==> config.mk <==
export PLATFORM = sky130hd
export DESIGN_NAME = fetch
export DESIGN_NICKNAME = d
export VERILOG_FILES = /design/src/rtl/fetch.sv
export SDC_FILE = /design/constraint.sdc
export NUM_CORES = 1
export LEC_CHECK = 0
export BUFFER_PORTS_ARGS = -buffer_cell sky130_fd_sc_hd__buf_4
export CORE_MARGIN = 2
export CORE_UTILIZATION = 50
export DETAILED_ROUTE_END_ITERATION = 8
export GPL_TIMING_DRIVEN = 0
export PLACE_DENSITY = 0.77
export RECOVER_POWER = 50
export SLEW_MARGIN = 5
export SYNTH_ARGS = -nofsm -noshare
export SYNTH_HDL_FRONTEND = slang
export SYNTH_SLANG_ARGS = --single-unit
==> constraint.sdc <==
create_clock -name i_clk -period 2.03 [get_ports i_clk]
set_input_delay 0.203 -clock i_clk [delete_from_list [all_inputs] [get_ports i_clk]]
set_output_delay 0.203 -clock i_clk [all_outputs]
set_load 0.01 [all_outputs]
==> src/rtl/fetch.sv <==
// IF stage of the 5-stage MIPS pipeline: owns the PC, runs the instruction-memory
// req/ack handshake and drives the IF/ID register, with a one-word skid for ID stalls.
module fetch #(
  parameter logic [31:0] RESET_PC  = 32'h0000_0000,
  parameter logic [31:0] NOP_INSTR = 32'h0000_0000
) (
  input  logic        i_clk,
  input  logic        i_nrst,
  input  logic        i_con_stall,
  input  logic        i_con_ifbranch,
  input  logic [31:0] i_addr_pcadd,
  input  logic        i_con_jump,
  input  logic [31:0] i_addr_jump,
  output logic        o_con_imemreq,
  output logic [31:0] o_addr_imem,
  input  logic        i_con_imemack,
  input  logic [31:0] i_data_imem,
  output logic [31:0] o_addr_pc4,
  output logic [31:0] o_data_instr,
  output logic        o_con_valid
);

  typedef enum logic [1:0] {S_FETCH, S_HOLD, S_KILL} state_e;

  state_e      state_q, state_d;
  logic        run_q, run_d;
  logic [31:0] pc_q, pc_d;
  logic [31:0] pend_q, pend_d;
  logic [31:0] skid_pc4_q, skid_pc4_d;
  logic [31:0] skid_instr_q, skid_instr_d;
  logic [31:0] pc4_q, pc4_d;
  logic [31:0] instr_q, instr_d;
  logic        valid_q, valid_d;

  logic        req;
  logic        ack;
  logic        redir;
  logic [31:0] target;
  logic [31:0] pc_plus4;

  always_comb begin
    state_d      = state_q;
    run_d        = 1'b1;
    pc_d         = pc_q;
    pend_d       = pend_q;
    skid_pc4_d   = skid_pc4_q;
    skid_instr_d = skid_instr_q;
    pc4_d        = pc4_q;
    instr_d      = instr_q;
    valid_d      = valid_q;

    // run_q holds off the first request until one edge after reset release
    req      = run_q & (state_q != S_HOLD);
    ack      = i_con_imemack & req;
    redir    = ~i_con_stall & (i_con_jump | i_con_ifbranch);
    target   = (i_con_jump ? i_addr_jump : i_addr_pcadd) & 32'hFFFF_FFFC;
    pc_plus4 = pc_q + 32'd4;

    if (run_q) begin
      unique case (state_q)
        S_FETCH: begin
          if (redir) begin
            valid_d = 1'b0;
            instr_d = NOP_INSTR;
            if (ack) begin
              pc_d = target;
            end else begin
              pend_d  = target;
              state_d = S_KILL;
            end
          end else if (ack && !i_con_stall) begin
            pc4_d   = pc_plus4;
            instr_d = i_data_imem;
            valid_d = 1'b1;
            pc_d    = pc_plus4;
          end else if (ack) begin
            skid_pc4_d   = pc_plus4;
            skid_instr_d = i_data_imem;
            pc_d         = pc_plus4;
            state_d      = S_HOLD;
          end else if (!i_con_stall) begin
            valid_d = 1'b0;
            instr_d = NOP_INSTR;
          end
        end
        S_HOLD: begin
          if (redir) begin
            pc_d    = target;
            valid_d = 1'b0;
            instr_d = NOP_INSTR;
            state_d = S_FETCH;
          end else if (!i_con_stall) begin
            pc4_d   = skid_pc4_q;
            instr_d = skid_instr_q;
            valid_d = 1'b1;
            state_d = S_FETCH;
          end
        end
        S_KILL: begin
          // the in-flight word belongs to the wrong path; wait it out and drop it
          valid_d = 1'b0;
          instr_d = NOP_INSTR;
          if (ack) begin
            pc_d    = pend_q;
            state_d = S_FETCH;
          end
        end
        default: state_d = S_FETCH;
      endcase
    end
  end

  always_ff @(posedge i_clk or negedge i_nrst) begin
    if (!i_nrst) begin
      state_q      <= S_FETCH;
      run_q        <= 1'b0;
      pc_q         <= RESET_PC;
      pend_q       <= RESET_PC;
      skid_pc4_q   <= 32'h0;
      skid_instr_q <= NOP_INSTR;
      pc4_q        <= 32'h0;
      instr_q      <= NOP_INSTR;
      valid_q      <= 1'b0;
    end else begin
      state_q      <= state_d;
      run_q        <= run_d;
      pc_q         <= pc_d;
      pend_q       <= pend_d;
      skid_pc4_q   <= skid_pc4_d;
      skid_instr_q <= skid_instr_d;
      pc4_q        <= pc4_d;
      instr_q      <= instr_d;
      valid_q      <= valid_d;
    end
  end

  assign o_con_imemreq = req;
  assign o_addr_imem   = pc_q;
  assign o_addr_pc4    = pc4_q;
  assign o_data_instr  = instr_q;
  assign o_con_valid   = valid_q;

endmodule
==> results.txt, run 1 <==
HPWL after DPL -> 22.6 mm
Number of antenna violations at the first check in global routing -> 0
Mapped cell area -> 9840 µm²
Final std cells w/o fill -> 1,648
Per-cell routed wire length -> 19.9 µm
Pwr/cell area -> 1330 nW/µm²
Dpl cells -> 1,551
Worst setup slack after layout -> -0.0786 ns
Final Cycle Share -> 1.04
FP Rows -> 51
MaxCap Viol Count -> 0
Slew Viols, Final -> 0
Flops & latches, synth -> 188
Routed wire length -> 32.8 mm
Clk Latency, worst-skew pair -> 0.44 ns
Pre-CTS worst setup slack -> -0.733 ns
Pin count of the biggest net entering global routing -> 103
Reg area -> 4710 µm²
Clock skew -> 0.00972 ns
Core area -> 19,400 µm²
Worst-Margin Slew -> 1.26 ns
Cts bufs inserted -> 17
Pleak -> 0.00586 µW
Drt first pass iters -> 6
Crit path max fanout -> 6
Setup violations, final -> 18
Gr ovfl total -> 0
Layout Nets -> 1,477
Met2 routed WL -> 15.0 mm
CP Launch Type -> register
TritonCTS Sinks -> 188
VDD IR-drop max -> 0.892 mV
Post-Route M1 WL -> 13.5 mm
Met3 routed WL -> 3.06 mm
Mapped Cells -> 1,092
# H-tree levels -> 4
Top-Level Pins -> 200
Worst Hold Class -> input pin to register
Area Overhead vs Synth -> 33.5%
Crit-path cells -> inv_2, ha_4, nor2b_1, buf_6, buf_12, o221a_4, buf_4, mux2i_1, o31ai_2
EDFF count, synth -> 0
Layout cells sized above 1 -> 0.258
Clock buffer depth -> 2
Top layer used by detailed routing -> met4
Tot Pwr -> 17,500 µW
RSZ-0062 raised after global routing -> true
Post-synth ARST share -> 1.00
Port bufs -> 190
Routability cong. -> 0.954
Chip Height -> 144 µm
Area of the die -> 20,800 µm²
Top_reg_cell synth -> dfrtp_1
Total track usage -> 0.303
Sequential-to-total area share from yosys stat -> 0.478
Crit path capture type -> register
Slew Limit Headroom -> 0.158
Count of cell types in the netlist -> 75
Worst Hold Margin -> 0.0928 ns
Antenna Cells -> 0
Footprint of the multi-input gates -> 4990 µm²
CP arrival -> 2.42 ns
FILL cells -> 1,621
Fin. Hold Viols -> 0
Outcome -> complete, but fails checks
F_max -> 474 MHz
Vias -> 9,850
Fin crit period -> 2.11 ns
Antenna Nets Post-Route -> 0
Die Width -> 144 µm
CP Class -> register to register
Top delay family on crit path -> buffers and inverters
Utilization after layout -> 0.677
Crit-path max cell delay -> 0.45 ns
Clk slew on worst S/H paths -> 0.07 ns
Violated checks -> setup timing
Count of warnings emitted by yosys -> 0
Buf/Inv on CP -> 4
Reg2reg setup slack -> -0.08 ns
Starting DRT DRC Count -> 1,154
DR vias/cell -> 5.98
Residual DRC count -> 0
Syn avg cell area -> 9.02 µm²
Initial core utilization -> 0.507
Clock root buffer master -> clkbuf_16
Worst Path Required -> 2.34 ns
CTS tree -> yes
First-pass GRT wire length -> 48.5 mm
Worst path slowest cell -> dfrtp_1
Vias in the first global route -> 8,872
cells in the final DEF, fill, tap and decap left out, types with 10 or more instances in the layout:
cell type and n:
nor2_1 39, xor2_1 10, dfrtp_1 183, clkbuf_2 21, mux2_2 22, dlygate4sd3_1 33
a22oi_1 43, xnor2_1 10, nand2_1 242, buf_2 15, inv_1 10, clkbuf_4 14
a22o_1 11, o21ai_1 32, o21ai_0 103, buf_4 164, nor3_1 20, nand3_1 17
clkbuf_16 18, buf_6 10, mux2i_1 25, nand4_1 16, clkbuf_1 78, a21oi_1 39
layout make-up:
cell class                      count  share of cell area
Inverter                           14             0.00457
Sequential cell                   188               0.359
Timing Repair Buffer              257               0.137
Multi-Input combinational cell    804               0.380
Buffer                             88              0.0496
Clock inverter                     13              0.0114
Tap cell                          265              0.0252
Clock buffer                       19              0.0337
per-layer routing:
metal,vias up,global-route usage
met5,-,0
met4,0,0.119
met3,108,0.0550
met2,609,0.467
met1,4698,0.426
li1,4435,-
registers in the layout, indices dropped and copies added (netlist names):
register	count
state_q	2
skid_pc4_q	30
skid_instr_q	32
o_data_instr	32
run_q	1
o_addr_pc4	30
o_con_valid	1
pend_q	30
o_addr_imem	30
cells by family after synthesis:
family,share of synthesized area
multiplexers,0.0506
flip-flops,0.478
adder cells (fa/ha/maj),0.00635
AND/OR/NAND/NOR,0.190
AO/OA/AOI/OAI,0.204
buffers and inverters,0.0480
other,0.000763
XOR/XNOR,0.0222
worst register-to-register path: stages (launching register included):
cell     delay [ns]
dfrtp_1        0.45
inv_2          0.11
ha_4           0.18
nor2b_1        0.16
buf_6          0.18
buf_12         0.11
o221a_4        0.23
buf_4          0.16
mux2i_1        0.27
o31ai_2        0.12
power by group:
group | switching (µW) | total (µW) | internal (µW)
sequential | 1230 | 6420 | 5190
clock | 1600 | 3380 | 1780
combinational | 4540 | 7660 | 3120
metrics by stage:
step | cell area, µm² | TNS (ns)
2_1_floorplan | 9860 | 0
3_3_place_gp | 11600 | -152.06
3_5_place_dp | 11600 | -72.04
4_1_cts | 13000 | -0.00220
5_1_grt | 13100 | -2.63
6_report | 13100 | -0.373
worst paths after layout:
kind	endpoint	cells past startpoint	start
setup / recovery	o_addr_imem[11]	9	state_q[1]
hold / removal	pend_q[28]	3	i_addr_pcadd[28]
setup reg to reg	o_addr_imem[11]	9	state_q[1]
hold reg to reg	skid_pc4_q[16]	2	skid_pc4_q[16]
max in group asynchronous	skid_pc4_q[21]	3	i_nrst
min in group asynchronous	pend_q[29]	2	i_nrst
what timing repair did:
item / CTS / global route
setup buffers: 15 / 16
pin swaps: 4 / 7
hold buffers: 33 / 0
endpoints found under the setup margin: 188 / 177
endpoints found under the hold margin: 118 / 0
cloned: 0 / 2
resized for setup: 106 / 108
cell usage after synthesis, types with 7 or more instances:
cell type,instances,share of area
nand2_1,244,0.093
dfrtp_1,188,0.48
o21ai_0,127,0.065
clkbuf_1,48,0.018
a22oi_1,44,0.034
nor2_1,42,0.016
a21oi_1,39,0.020
buf_2,26,0.013
mux2i_1,25,0.025
mux2_2,22,0.025
nor3_1,21,0.011
nand3_1,18,0.0092
nand4_1,16,0.010
xor2_1,13,0.012
buf_4,12,0.0092
inv_1,12,0.0046
o21ai_1,12,0.0061
xnor2_1,12,0.011
a22o_1,11,0.0098
a211oi_1,10,0.0076
o211ai_1,9,0.0069
o22ai_1,9,0.0057
o31a_1,9,0.0080
a21o_1,8,0.0061
nor2b_1,7,0.0044
o31ai_1,7,0.0053
(Power assumes the default switching activity.)
==> run 2: changes to the inputs <==
--- a/config.mk
+++ b/config.mk
@@ -8,6 +8,7 @@
 export BUFFER_PORTS_ARGS = -buffer_cell sky130_fd_sc_hd__buf_4
 export CORE_MARGIN = 2
 export CORE_UTILIZATION = 50
+export CTS_BUF_LIST = sky130_fd_sc_hd__clkbuf_4 sky130_fd_sc_hd__clkbuf_8
 export DETAILED_ROUTE_END_ITERATION = 8
 export GPL_TIMING_DRIVEN = 0
 export PLACE_DENSITY = 0.77
==> run 2 against run 1 <==
Net effect:
- the flow still finishes with violations (setup timing)
- clock power shrank 24%
- setup slack gained 0.074 ns
- global-route usage grew 0.33 points
- register-to-register slack gained 0.09 ns
- hold slack lost 0.052 ns
==> results.txt, run 2 (same netlist as run 1, synthesis figures left out) <==
Outcome -> complete, but fails checks (unchanged)
Violated checks -> setup timing (unchanged)
Pre-CTS worst setup slack -> -0.733 ns (unchanged)
Reg area -> 4710 µm² (unchanged)
Antenna Cells -> 0 (unchanged)
Number of antenna violations at the first check in global routing -> 0 (unchanged)
Fin. Hold Viols -> 0 (unchanged)
Pin count of the biggest net entering global routing -> 103 (unchanged)
Gr ovfl total -> 0 (unchanged)
Crit path max fanout -> 8 (was 6)
Antenna Nets Post-Route -> 0 (unchanged)
HPWL after DPL -> 22.6 mm (unchanged)
Area Overhead vs Synth -> 32.5% (was 33.5%)
Setup violations, final -> 1 (was 18)
Buf/Inv on CP -> 4 (unchanged)
Crit-path max cell delay -> 0.48 ns (was 0.45 ns)
Clk Latency, worst-skew pair -> 0.49 ns (was 0.44 ns)
Residual DRC count -> 0 (unchanged)
Total track usage -> 0.306 (was 0.303)
CTS tree -> yes (unchanged)
Clock buffer depth -> 2 (unchanged)
Layout Nets -> 1,485 (was 1,477)
Top delay family on crit path -> buffers and inverters (unchanged)
Drt first pass iters -> 6 (unchanged)
Top-Level Pins -> 200 (unchanged)
Worst path slowest cell -> dfrtp_2 (was dfrtp_1)
Vias in the first global route -> 8,922 (was 8,872)
Vias -> 9,843 (was 9,850)
Final Cycle Share -> 1.00 (was 1.04)
CP Class -> register to primary output (was register to register)
Pleak -> 0.00585 µW (was 0.00586 µW)
Routability cong. -> 0.954 (unchanged)
Chip Height -> 144 µm (unchanged)
Most frequent cells in the layout -> nand2_1 (242), dfrtp_1 (183), buf_4 (174), o21ai_0 (116), clkbuf_1 (76) (was nand2_1 (242), dfrtp_1 (183), buf_4 (164), o21ai_0 (103), clkbuf_1 (78))
Worst Hold Class -> input pin to register (unchanged)
DR vias/cell -> 5.94 (was 5.98)
Layout cells sized above 1 -> 0.267 (was 0.258)
Worst Path Required -> 1.83 ns (was 2.34 ns)
RSZ-0062 raised after global routing -> true (unchanged)
Die Width -> 144 µm (unchanged)
Core area -> 19,400 µm² (unchanged)
Port bufs -> 190 (unchanged)
Area of the die -> 20,800 µm² (unchanged)
F_max -> 491 MHz (was 474 MHz)
Starting DRT DRC Count -> 1,091 (was 1,154)
Clock skew -> 0.0120 ns (was 0.00972 ns)
Fin crit period -> 2.04 ns (was 2.11 ns)
Clock root buffer master -> clkbuf_8 (was clkbuf_16)
TritonCTS Sinks -> 188 (unchanged)
Slew Viols, Final -> 0 (unchanged)
CP Launch Type -> register (unchanged)
Crit path capture type -> primary output (was register)
Initial core utilization -> 0.507 (unchanged)
Fin Setup TNS -> -0.00503 ns (was -0.373 ns)
MaxCap Viol Count -> 0 (unchanged)
Routed wire length -> 32.7 mm (was 32.8 mm)
Crit-path cells -> ha_4, buf_12, buf_12, clkbuf_16, nor2b_4, buf_6 (was inv_2, ha_4, nor2b_1, buf_6, buf_12, o221a_4, buf_4, mux2i_1, o31ai_2)
Footprint of the multi-input gates -> 5040 µm² (was 4990 µm²)
Pwr/cell area -> 1280 nW/µm² (was 1330 nW/µm²)
First-pass GRT wire length -> 48.7 mm (was 48.5 mm)
Worst-Margin Slew -> 1.22 ns (was 1.26 ns)
CP arrival -> 1.83 ns (was 2.42 ns)
Most frequent CP cell -> buf_12
Worst setup slack after layout -> -0.00503 ns (was -0.0786 ns)
Commonest non-fill, non-tap cell in the layout -> nand2_1 (unchanged)
Per-cell routed wire length -> 19.8 µm (was 19.9 µm)
FP Rows -> 51 (unchanged)
VDD IR-drop max -> 0.583 mV (was 0.892 mV)
Slew Limit Headroom -> 0.189 (was 0.158)
FILL cells -> 1,664 (was 1,621)
# H-tree levels -> 4 (unchanged)
Cts bufs inserted -> 17 (unchanged)
Clk slew on worst S/H paths -> 0.10 ns (was 0.07 ns)
-- run 2: cell types whose count changed in the layout (fill, tap and decap cells not counted), sizes merged --
cell and delta:
buf +9, clkbuf -1
-- run 2: where the power goes --
group | leakage, µW | switching [µW] | internal [µW]
clock | 0.000201 | 1500 | 1070
combinational | 0.00323 | 4540 | 3190
sequential | 0.00242 | 1220 | 5190
-- run 2: per-layer routing --
layer | share of wire | track usage | up-vias
li1 | - | - | 4443
met2 | 0.47 | 0.473 | 577
met3 | 0.096 | 0.0712 | 81
met1 | 0.41 | 0.424 | 4742
met4 | 0.028 | 0.112 | 0
met5 | 0 | 0 | -
-- run 2: path summary, 6_finish.rpt --
path / from / end / slack, ns / cells after the start
setup / recovery: state_q[0] / o_con_imemreq / -0.005 / 6
hold / removal: i_addr_pcadd[28] / pend_q[28] / 0.04 / 3
setup reg to reg: state_q[0] / o_addr_imem[27] / 0.01 / 7
hold reg to reg: skid_pc4_q[16] / skid_pc4_q[16] / 0.48 / 2
max in group asynchronous: i_nrst / o_data_instr[27] / 0.40 / 3
min in group asynchronous: i_nrst / pend_q[29] / 0.48 / 2
-- run 2: timing repair --
action	CTS	global route
setup buffers	12	27
gates resized for setup	102	103
hold buffers	33	0
setup endpoints to repair	188	186
pin swaps	5	15
endpoints found under the hold margin	128	0
gates cloned	0	1
-- run 2: cell type report --
cell class	count	share of cell area
Clock inverter	13	0.0115
Inverter	14	0.00460
Sequential cell	188	0.361
Clock buffer	19	0.0196
Multi-Input combinational cell	804	0.386
Timing Repair Buffer	264	0.143
Buffer	89	0.0488
Tap cell	265	0.0254
-- run 2: worst min-delay path, stage by stage --
cell and delay, ns:
buf_4 0.08, mux2i_1 0.07, o21ai_0 0.14
-- run 2: metrics by stage --
step	hold slack, ns	instance area, µm²	power (µW)	instances	utilization
global route	0.0468	13000	17600	1656	0.672
floorplan	-0.0926	9860	10100	1095	-
CTS	0.0243	12800	16100	1628	0.658
global placement	0.404	11600	12800	1550	0.599
finish	0.0412	13000	16700	1656	0.672
detailed placement	0.245	11600	13000	1551	0.600
